`src/rtl/branch_hazard_sequencer_pkg.sv`:
```
// Shared definitions for the ID-stage branch hazard sequencer.
//   - Branch field encodings seen on ID_Branch.
//   - Sequencer state encodings (kept as plain localparams so they can be
//     compared against legacy-encoded debug traces).
//   - REG_ZERO: register $zero, which never creates a dependence.
//   - seq_dbg_t: snapshot of the sequencer state for external checkers.
package branch_hazard_sequencer_pkg;

    localparam logic [1:0] BR_NONE = 2'b00;
    localparam logic [1:0] BR_BEQ  = 2'b01;
    localparam logic [1:0] BR_BNE  = 2'b10;

    localparam logic [0:0] ST_IDLE  = 1'b0;
    localparam logic [0:0] ST_STALL = 1'b1;

    localparam logic [4:0] REG_ZERO = 5'd0;

    typedef struct packed {
        logic [0:0] state;
        logic [1:0] remain;
    } seq_dbg_t;

    // Only beq and bne are resolved here; 2'b11 behaves as a non-branch.
    function automatic logic is_branch(input logic [1:0] br);
        return (br == BR_BEQ) || (br == BR_BNE);
    endfunction

endpackage

```
`src/rtl/branch_hazard_sequencer_dep_check.sv`:
```
// branch_dep_check: combinational dependence check for a branch in ID.
// Ports:
//   id_branch                       branch field of the ID instruction
//   rs, rt                          source registers read by the comparator
//   ex_regwrite/ex_memread/ex_wreg  producer currently in EX
//   mem_regwrite/mem_memread/mem_wreg producer currently in MEM
//   need                            stall cycles required before resolving (0..2)
module branch_dep_check
    import branch_hazard_sequencer_pkg::*;
#(
    parameter int REG_W = 5
) (
    input  logic [1:0]       id_branch,
    input  logic [REG_W-1:0] rs,
    input  logic [REG_W-1:0] rt,
    input  logic             ex_regwrite,
    input  logic             ex_memread,
    input  logic [REG_W-1:0] ex_wreg,
    input  logic             mem_regwrite,
    input  logic             mem_memread,
    input  logic [REG_W-1:0] mem_wreg,
    output logic [1:0]       need
);

    logic ex_hit;
    logic mem_hit;

    // A destination of $zero is never a real producer.
    always_comb begin
        ex_hit  = (ex_wreg != REG_W'(REG_ZERO)) &&
                  ((rs == ex_wreg) || (rt == ex_wreg));
        mem_hit = (mem_wreg != REG_W'(REG_ZERO)) &&
                  ((rs == mem_wreg) || (rt == mem_wreg));
    end

    // Priority: a load in EX needs the most time, so it wins over the others.
    always_comb begin
        need = 2'd0;
        if (is_branch(id_branch)) begin
            if (ex_regwrite && ex_memread && ex_hit) begin
                need = 2'd2;
            end else if (ex_regwrite && ex_hit) begin
                need = 2'd1;
            end else if (mem_regwrite && mem_memread && mem_hit) begin
                need = 2'd1;
            end
        end
    end

endmodule

```
`src/rtl/branch_hazard_sequencer.sv`:
```
// branch_hazard_sequencer: stalls a beq/bne in ID until its operands can be
// compared, then resolves it (comparator forwarding + IF/ID flush on taken).
// Ports:
//   clk, rst_n            clock, synchronous active-low reset
//   ID_Branch             00 none, 01 beq, 10 bne, 11 none
//   IF_ID_Rs/Rt           comparator source registers
//   ID_EX_*/EX_MEM_*      producer info for the EX and MEM stages
//   PCSrc                 branch outcome, valid in the resolve cycle
//   PCWrite/IF_ID_Write   hold PC and IF/ID when low
//   ID_EX_Bubble          zero ID/EX control fields
//   IF_ID_Flush           squash the fall-through fetch
//   BrFwdA/BrFwdB         comparator operand from EX/MEM ALU result
//   Busy                  high on every stall cycle
//   StallCount/FlushCount saturating performance counters
// Handshake: none; every output is a same-cycle function of state and inputs.
module branch_hazard_sequencer
    import branch_hazard_sequencer_pkg::*;
#(
    parameter int CNT_W = 16,
    parameter int REG_W = 5
) (
    input  logic             clk,
    input  logic             rst_n,
    input  logic [1:0]       ID_Branch,
    input  logic [REG_W-1:0] IF_ID_Rs,
    input  logic [REG_W-1:0] IF_ID_Rt,
    input  logic             ID_EX_RegWrite,
    input  logic             ID_EX_MemRead,
    input  logic [REG_W-1:0] ID_EX_WriteReg,
    input  logic             EX_MEM_RegWrite,
    input  logic             EX_MEM_MemRead,
    input  logic [REG_W-1:0] EX_MEM_WriteReg,
    input  logic             PCSrc,
    output logic             PCWrite,
    output logic             IF_ID_Write,
    output logic             ID_EX_Bubble,
    output logic             IF_ID_Flush,
    output logic             BrFwdA,
    output logic             BrFwdB,
    output logic             Busy,
    output logic [CNT_W-1:0] StallCount,
    output logic [CNT_W-1:0] FlushCount
);

    logic [0:0]       state_q,     state_d;
    logic [1:0]       remain_q,    remain_d;
    logic [CNT_W-1:0] stall_cnt_q, stall_cnt_d;
    logic [CNT_W-1:0] flush_cnt_q, flush_cnt_d;

    logic [1:0] need;
    logic       is_br;
    logic       stall;
    logic       resolve;
    logic       fwd_a_hit;
    logic       fwd_b_hit;
    seq_dbg_t   dbg;

    branch_dep_check #(.REG_W(REG_W)) u_dep (
        .id_branch    (ID_Branch),
        .rs           (IF_ID_Rs),
        .rt           (IF_ID_Rt),
        .ex_regwrite  (ID_EX_RegWrite),
        .ex_memread   (ID_EX_MemRead),
        .ex_wreg      (ID_EX_WriteReg),
        .mem_regwrite (EX_MEM_RegWrite),
        .mem_memread  (EX_MEM_MemRead),
        .mem_wreg     (EX_MEM_WriteReg),
        .need         (need)
    );

    // Debug snapshot for bound checkers.
    always_comb begin
        dbg.state  = state_q;
        dbg.remain = remain_q;
    end

    // Sequencer: decide stall vs resolve for this cycle and the next state.
    always_comb begin
        is_br    = is_branch(ID_Branch);
        state_d  = state_q;
        remain_d = remain_q;
        stall    = 1'b0;
        resolve  = 1'b0;
        case (state_q)
            ST_IDLE: begin
                if (is_br) begin
                    if (need != 2'd0) begin
                        stall    = 1'b1;
                        state_d  = ST_STALL;
                        remain_d = need - 2'd1;
                    end else begin
                        resolve = 1'b1;
                    end
                end
            end
            ST_STALL: begin
                if (remain_q != 2'd0) begin
                    stall    = 1'b1;
                    remain_d = remain_q - 2'd1;
                end else begin
                    // Operands are now available; resolve without rechecking.
                    resolve  = 1'b1;
                    state_d  = ST_IDLE;
                    remain_d = 2'd0;
                end
            end
            default: begin
                state_d  = ST_IDLE;
                remain_d = 2'd0;
            end
        endcase
    end

    // Only ALU results in MEM can be forwarded; a load there is not ready.
    always_comb begin
        fwd_a_hit = EX_MEM_RegWrite && !EX_MEM_MemRead &&
                    (EX_MEM_WriteReg != REG_W'(REG_ZERO)) &&
                    (IF_ID_Rs == EX_MEM_WriteReg);
        fwd_b_hit = EX_MEM_RegWrite && !EX_MEM_MemRead &&
                    (EX_MEM_WriteReg != REG_W'(REG_ZERO)) &&
                    (IF_ID_Rt == EX_MEM_WriteReg);
    end

    // Output drive; reset forces the pass-through pattern.
    always_comb begin
        PCWrite      = 1'b1;
        IF_ID_Write  = 1'b1;
        ID_EX_Bubble = 1'b0;
        IF_ID_Flush  = 1'b0;
        BrFwdA       = 1'b0;
        BrFwdB       = 1'b0;
        Busy         = 1'b0;
        if (rst_n) begin
            if (stall) begin
                PCWrite      = 1'b0;
                IF_ID_Write  = 1'b0;
                ID_EX_Bubble = 1'b1;
                Busy         = 1'b1;
            end else if (resolve) begin
                IF_ID_Flush = is_br && PCSrc;
                BrFwdA      = fwd_a_hit;
                BrFwdB      = fwd_b_hit;
            end
        end
    end

    // Saturating counters: hold at all-ones instead of wrapping.
    always_comb begin
        stall_cnt_d = stall_cnt_q;
        flush_cnt_d = flush_cnt_q;
        if (Busy && (stall_cnt_q != {CNT_W{1'b1}})) begin
            stall_cnt_d = stall_cnt_q + CNT_W'(1);
        end
        if (IF_ID_Flush && (flush_cnt_q != {CNT_W{1'b1}})) begin
            flush_cnt_d = flush_cnt_q + CNT_W'(1);
        end
    end

    always_ff @(posedge clk) begin
        if (!rst_n) begin
            state_q     <= ST_IDLE;
            remain_q    <= 2'd0;
            stall_cnt_q <= '0;
            flush_cnt_q <= '0;
        end else begin
            state_q     <= state_d;
            remain_q    <= remain_d;
            stall_cnt_q <= stall_cnt_d;
            flush_cnt_q <= flush_cnt_d;
        end
    end

    assign StallCount = stall_cnt_q;
    assign FlushCount = flush_cnt_q;

endmodule

```
`config.mk`:
```
export PLATFORM = sky130hd
export DESIGN_NAME = branch_hazard_sequencer
export DESIGN_NICKNAME = d
export VERILOG_FILES = /design/src/rtl/branch_hazard_sequencer_pkg.sv /design/src/rtl/branch_hazard_sequencer_dep_check.sv /design/src/rtl/branch_hazard_sequencer.sv
export SDC_FILE = /design/constraint.sdc
export NUM_CORES = 1
export LEC_CHECK = 0
export CAP_MARGIN = 20
export CELL_PAD_IN_SITES_DETAIL_PLACEMENT = 2
export CELL_PAD_IN_SITES_GLOBAL_PLACEMENT = 2
export CORE_MARGIN = 2
export CORE_UTILIZATION = 30
export CTS_BUF_LIST = sky130_fd_sc_hd__clkbuf_2 sky130_fd_sc_hd__clkbuf_4 sky130_fd_sc_hd__clkbuf_8
export CTS_CLUSTER_SIZE = 16
export DETAILED_ROUTE_END_ITERATION = 8
export PLACE_DENSITY = 0.93
export SLEW_MARGIN = 20
export SYNTH_ARGS = -nofsm -noshare
export SYNTH_HDL_FRONTEND = slang
export SYNTH_HIERARCHICAL = 1
export SYNTH_SLANG_ARGS = --single-unit
```
`constraint.sdc`:
```
create_clock -name clk -period 6.4 [get_ports clk]
set_clock_uncertainty 0.05 [all_clocks]
set_input_delay 1.28 -clock clk [delete_from_list [all_inputs] [get_ports clk]]
set_output_delay 1.28 -clock clk [all_outputs]
set_load 0.03 [all_outputs]
```
==> results.py, run 1 <==
metrics = {
    "yosys": {
        "synth-main-ff-cell": "dfxtp_1",
        "synth_common_cells": "dfxtp_1 (35), nand2_1 (23), xnor2_1 (21), xor2_1 (19), nand3_1 (18)",
        "synth_top_family_by_area": "simple AND/OR/NAND/NOR gates",
        "synth_warnings": 6,
        "syn_area_sq_mm": 0.00221,
        "synth_top_area_share": 0.318,
        "synth_area_leaders": "dfxtp_1 (32%), xnor2_1 (8.3%), xor2_1 (7.5%), nand3_1 (4.1%), nand2_1 (3.9%)",
        "ys_ff_latch": 35,
        "synthAdderAreaFrac": 0.0170,
        "synth_edf_count": 0,
        "synthMuxAreaShare": 0.0391,
        "yosys.area_share.xor_xnor": 0.166,
        "synth_most_common_cell": "dfxtp_1",
        "avgSynthCellArea_sq_um": 8.39,
        "synth_compound_area_frac": 0.125,
        "synth_cells": 263,
        "synthSimpleGateAreaFrac": 0.287,
        "synth.net_count": 295,
        "yosysUniqueCellTypes": 43,
        "synth.yosys.seq_area_share": 0.318,
        "async_flop_share": 0,
        "post-synth-top-area-cell": "dfxtp_1",
    },
    "power_and_ir_drop": {
        "combPwrFrac": 0.165,
        "p_seq_frac": 0.490,
        "power_density_mw_per_mm2": 149,
        "ir_worst_vdd_mv": 0.0727,
        "internal_power_mw": 0.331,
        "p_sw_mw": 0.122,
        "pwr-share-clk": 0.344,
        "cellLeakagePower_nw": 1.02,
        "switching_share": 0.269,
    },
    "min_path": {
        "hold_path_class": "reg -> reg",
        "hold_start": "FlushCount[5]",
    },
    "timing": {
        "slew_viol_final": 0,
        "finalCritPeriodShare": 0.948,
        "fmax_ghz": 0.165,
        "fin_tns_setup_ps": 0,
        "setup_viol": 0,
        "period_needed_ps": 6070,
        "tightest_slew_ps": 797,
        "hold_viol": 0,
        "maxSlewHeadroom": 0.468,
        "rsz0062_at_grt": "no",
    },
    "place": {
        "dp_hpwl_um": 6220,
        "dp_cells": 421,
        "place.gp.congestion": 0.904,
        "place.port_buffers": 67,
    },
    "cts": {
        "clockRootBuffer": "clkbuf_8",
        "cts_resized": 0,
        "post-cts-setup-buffers": 0,
        "hold_buffers": 0,
        "clock_sinks": 35,
        "cts_buffers": 5,
        "clkSlewWorstSetupHoldPaths_ps": 80,
        "clkLatencyLatePin_ps": 290,
        "cts_tree": "built",
        "cts_buffer_depth": 2,
        "htree_num_levels": 2,
    },
    "die": {
        "initial_utilization": 0.307,
        "dieWidth_um": 89.8,
        "fp.dieArea_sq_mm": 0.00806,
        "core-area_sq_mm": 0.00718,
        "rows": 31,
        "pin_count": 68,
        "die_h_um": 89.8,
    },
    "global_routing": {
        "grt_pass1_vias": 2520,
        "grt_pass1_wl_um": 13400,
        "grt-ovfl-total": 0,
        "antenna_found_initial": 0,
        "grt_max_degree": 23,
        "track_usage": 0.203,
    },
    "critical_path": {
        "r2r_setup_slack_ps": 4120,
        "r2r-end": "FlushCount[9]",
        "reg2regPathDepth": 5,
        "end_kind": "output pin",
        "arrival_ps": 4740,
        "reg2reg_from": "FlushCount[2]",
        "critPathKind": "in -> out",
        "start_kind": "input pin",
        "path_max_fanout": 6,
        "endpoint": "BrFwdA",
        "critPathLaunch": "EX_MEM_WriteReg[3]",
        "required_ps": 5070,
    },
    "routing": {
        "drtAntennaViolNets": 0,
        "drt-initial-drc-count": 108,
        "routed_wl_um": 8100,
        "wl_per_cell_um": 19.0,
        "vias": 2267,
        "dr.pass1.iters": 4,
        "drc_errors": 0,
        "avgViaCountPerCell": 5.31,
    },
    "finish": {
        "drive_gt1_frac": 0.0457,
        "diodes": 0,
        "finalNetCount": 361,
        "area_growth_pct": 37.4,
        "instances_no_fill": 427,
    },
    "status": {
        "status": "completed",
    },
    "run": {
        "maxCapViolCount": 0,
    },
}
-- cells in the final DEF (no fill, tap or decap), types with 8 or more instances in the layout --
master           netlist  routed
nor3_1                13      13
xor2_1                19      19
nor2_1                15      15
and4_1                 9       9
nand2_1               23      23
dfxtp_1               35      35
inv_1                 11      11
xnor2_1               21      21
clkdlybuf4s50_1        0      67
nand4_1                8       8
nand3_1               18      18
-- registers in the layout (all words and copies together), names as in the netlist --
register,cells
remain_q,2
state_q,1
StallCount,16
FlushCount,16
-- how the worst min path moves through the flow --
stage	endpoint	slack, ps	cells after the start
3_5_place_dp	StallCount[4]	450	1
4_1_cts	FlushCount[5]	470	2
5_1_grt	FlushCount[5]	490	2
3_3_place_gp	FlushCount[5]	430	2
6_report	FlushCount[5]	460	2
2_1_floorplan	remain_q[0]	430	2
-- critical path, stage by stage --
cell	delay, ps
clkdlybuf4s50_1	560
or4_1	570
o2111ai_1	190
a21oi_1	70
mux2_4	280
inv_1	70
ha_1	220
a21oi_1	90
nor4b_1	480
and4_1	260
clkdlybuf4s50_1	670
-- metal layers --
layer,vias to the layer above,wire [um],GRT usage
met3,21,218,0.0352
met1,1107,3630,0.247
met5,-,0,0
met4,0,247,0.0782
li1,1087,-,-
met2,52,4000,0.359
-- cell families after synthesis --
family	Yosys count
compound gates	38
xor+xnor	41
fa+ha+maj	3
buf+inv	22
flops	35
mux	8
simple gates	116
-- final cells by class --
type                    instances  area, sq um
multi-input cells             206         1400
well taps                      99          124
inverters                      12         45.0
clock buffers                   6         76.3
repair buffers                 69          686
flip-flops and latches         35          701
fillers                       809         4150
-- stage by stage --
| stage | hold slack (ps) | area, sq um | total power [mW] | worst slack [ps] | util |
|---|---|---|---|---|---|
| floorplan | 426 | 2210 | 0.262 | 1730 | - |
| global placement | 427 | 2950 | 0.298 | 528 | 0.412 |
| detailed placement | 449 | 2950 | 0.301 | 326 | 0.412 |
| CTS | 472 | 3030 | 0.456 | 330 | 0.422 |
| global route | 493 | 3030 | 0.474 | 119 | 0.422 |
| finish | 460 | 3030 | 0.453 | 331 | 0.422 |
-- power groups by stage --
stage	sequential (mW)	combinational (mW)	clock [mW]
6_report	0.222	0.0749	0.156
4_1_cts	0.222	0.0751	0.159
2_1_floorplan	0.229	0.0329	0
3_5_place_dp	0.227	0.0745	0
3_3_place_gp	0.227	0.0710	0
5_1_grt	0.222	0.0807	0.171
(Power assumes the default switching activity.)
==> run 2: changes to the inputs <==
CTS_CLUSTER_DIAMETER = 80   (was not set)
==> results of run 2 <==
No change in the layout: final DEF, timing and power equal those of run 1.
==> run 3: changes to the inputs <==
CORE_MARGIN = not set   (was 2)
PLACE_DENSITY = not set   (was 0.93)
PLACE_DENSITY_LB_ADDON = 0.1   (was not set)
RECOVER_POWER = 50   (was not set)
==> run 3 against run 2 <==
Against the previous run:
- hold slack got worse by 9.7 ps
- power is 0.55% lower
- setup slack improved by 20 ps
- die area is 4.4% lower
- combinational power shrank 4.9%
- largest cell class unchanged
- flip-flop and latch count unchanged
- cell count down 0.23%
- design area about the same
- global-route usage fell by 0.99 points
- count of clock-buffer cells in the layout is 1 lower
==> results.py, run 3 (synthesis results as in run 1) <==
metrics = {
    "global_routing": {
        "track_usage": 0.193,
        "grt_pass1_wl_um": 11700,
        "grt_pass1_vias": 2334,
        "antenna_found_initial": 0,
        "grt-ovfl-total": 0,
        "grt_max_degree": 23,
    },
    "cts": {
        "clkLatencyLatePin_ps": 290,
        "cts_resized": 0,
        "hold_buffers": 0,
        "htree_num_levels": 2,
        "cts_tree": "built",
        "cts_buffers": 5,
        "clkSlewWorstSetupHoldPaths_ps": 80,
        "clock_sinks": 35,
        "post-cts-setup-buffers": 0,
        "cts_buffer_depth": 2,
        "clockRootBuffer": "clkbuf_8",
    },
    "routing": {
        "highest_layer": "met4",
        "wl_per_cell_um": 16.6,
        "wl_met1_um": 3360,
        "met3_length_um": 240,
        "drt-initial-drc-count": 77,
        "vias": 2214,
        "drc_errors": 0,
        "dr.pass1.iters": 4,
        "dr_wl_met2_um": 3430,
        "routed_wl_um": 7080,
        "avgViaCountPerCell": 5.20,
        "drtAntennaViolNets": 0,
    },
    "finish": {
        "final_cell_mix": "dfxtp_1 (35), dlygate4sd3_1 (34), clkdlybuf4s50_1 (33)",
        "finalNetCount": 361,
        "nFillCells": 779,
        "drive_gt1_frac": 0.0485,
        "multi_input_area_sq_mm": 0.00139,
        "regArea_sq_um": 701,
        "diodes": 0,
        "area_growth_pct": 37.3,
        "mostFrequentLayoutCell": "dfxtp_1",
    },
    "timing": {
        "finalCritPeriodShare": 0.945,
        "fmax_ghz": 0.165,
        "setup_slack_ps": 351,
        "maxSlewHeadroom": 0.480,
        "setup_viol": 0,
        "tightest_slew_ps": 780,
        "hold_viol": 0,
        "slew_viol_final": 0,
        "rsz0062_at_grt": "no",
        "fin_tns_setup_ps": 0,
        "period_needed_ps": 6050,
    },
    "die": {
        "pin_count": 68,
        "rows": 30,
        "core-area_sq_mm": 0.00694,
        "dieWidth_um": 87.8,
        "die_h_um": 87.8,
        "initial_utilization": 0.318,
        "fp.dieArea_sq_mm": 0.00770,
    },
    "min_path": {
        "hold_path_class": "reg -> reg",
    },
    "place": {
        "place.port_buffers": 67,
        "place_ws_ps": 446,
        "dp_hpwl_um": 5380,
        "place.gp.congestion": 0.791,
    },
    "critical_path": {
        "start_kind": "input pin",
        "required_ps": 5070,
        "path_max_fanout": 4,
        "critPathKind": "in -> out",
        "arrival_ps": 4720,
        "end_kind": "output pin",
    },
    "status": {
        "status": "completed",
    },
    "power_and_ir_drop": {
        "fin_total_pwr_mw": 0.450,
        "ir_worst_vdd_mv": 0.0676,
        "power_density_mw_per_mm2": 149,
        "cellLeakagePower_nw": 1.14,
    },
    "run": {
        "maxCapViolCount": 0,
    },
}
run 3: cell types whose count changed in the layout (fill, tap and decap cells not counted), sizes merged:
cell / change
clkdlybuf4s50: -34
dlygate4sd3: +34
clkinv: +3
clkbuf: -1
run 3: final cells by class:
cell class                      count  area share
Clock inverter                      3     0.00496
Multi-Input combinational cell    206       0.460
Inverter                           12      0.0149
Tap cell                           96      0.0397
Sequential cell                    35       0.231
Clock buffer                        5      0.0227
Timing Repair Buffer               69       0.226
run 3: per-layer routing:
layer  track usage  vias up
li1              -     1089
met1         0.247     1079
met2         0.337       41
met3        0.0283        5
met4        0.0537        0
met5             0        -
run 3: final timing paths:
| path | end | slack, ps | depth (start not counted) | start |
|---|---|---|---|---|
| worst max-delay path | BrFwdA | 350 | 12 | IF_ID_Rs[3] |
| worst min-delay path | FlushCount[5] | 450 | 2 | FlushCount[5] |
| worst min register to register | FlushCount[5] | 450 | 2 | FlushCount[5] |
| worst max register to register | StallCount[4] | 4230 | 6 | state_q |
run 3: per-stage QoR:
stage	hold slack [ps]	utilization	std cells	instance area, sq um
final	450	0.436	426	3030
after global routing	481	0.436	426	3030
after CTS	457	0.437	426	3030
after detailed placement	446	0.425	418	2950
after global placement	435	0.425	418	2950
after floorplan	426	-	263	2210
run 3: where the power goes:
group          leakage, nW  switching (mW)  total, mW  internal (mW)
clock network       0.0477          0.0825      0.157         0.0745
logic                0.812          0.0372     0.0712         0.0341
registers            0.282         0.00278      0.222          0.219
run 3: worst max-delay path: stages:
cell and delay [ps]:
dlygate4sd3_1 640, xor2_1 210, nor3_1 200, nand3_1 110, a21oi_2 250, mux2_4 330, inv_1 60, ha_1 220
a21oi_1 80, nor4b_1 400, and4_1 250, clkdlybuf4s50_1 670
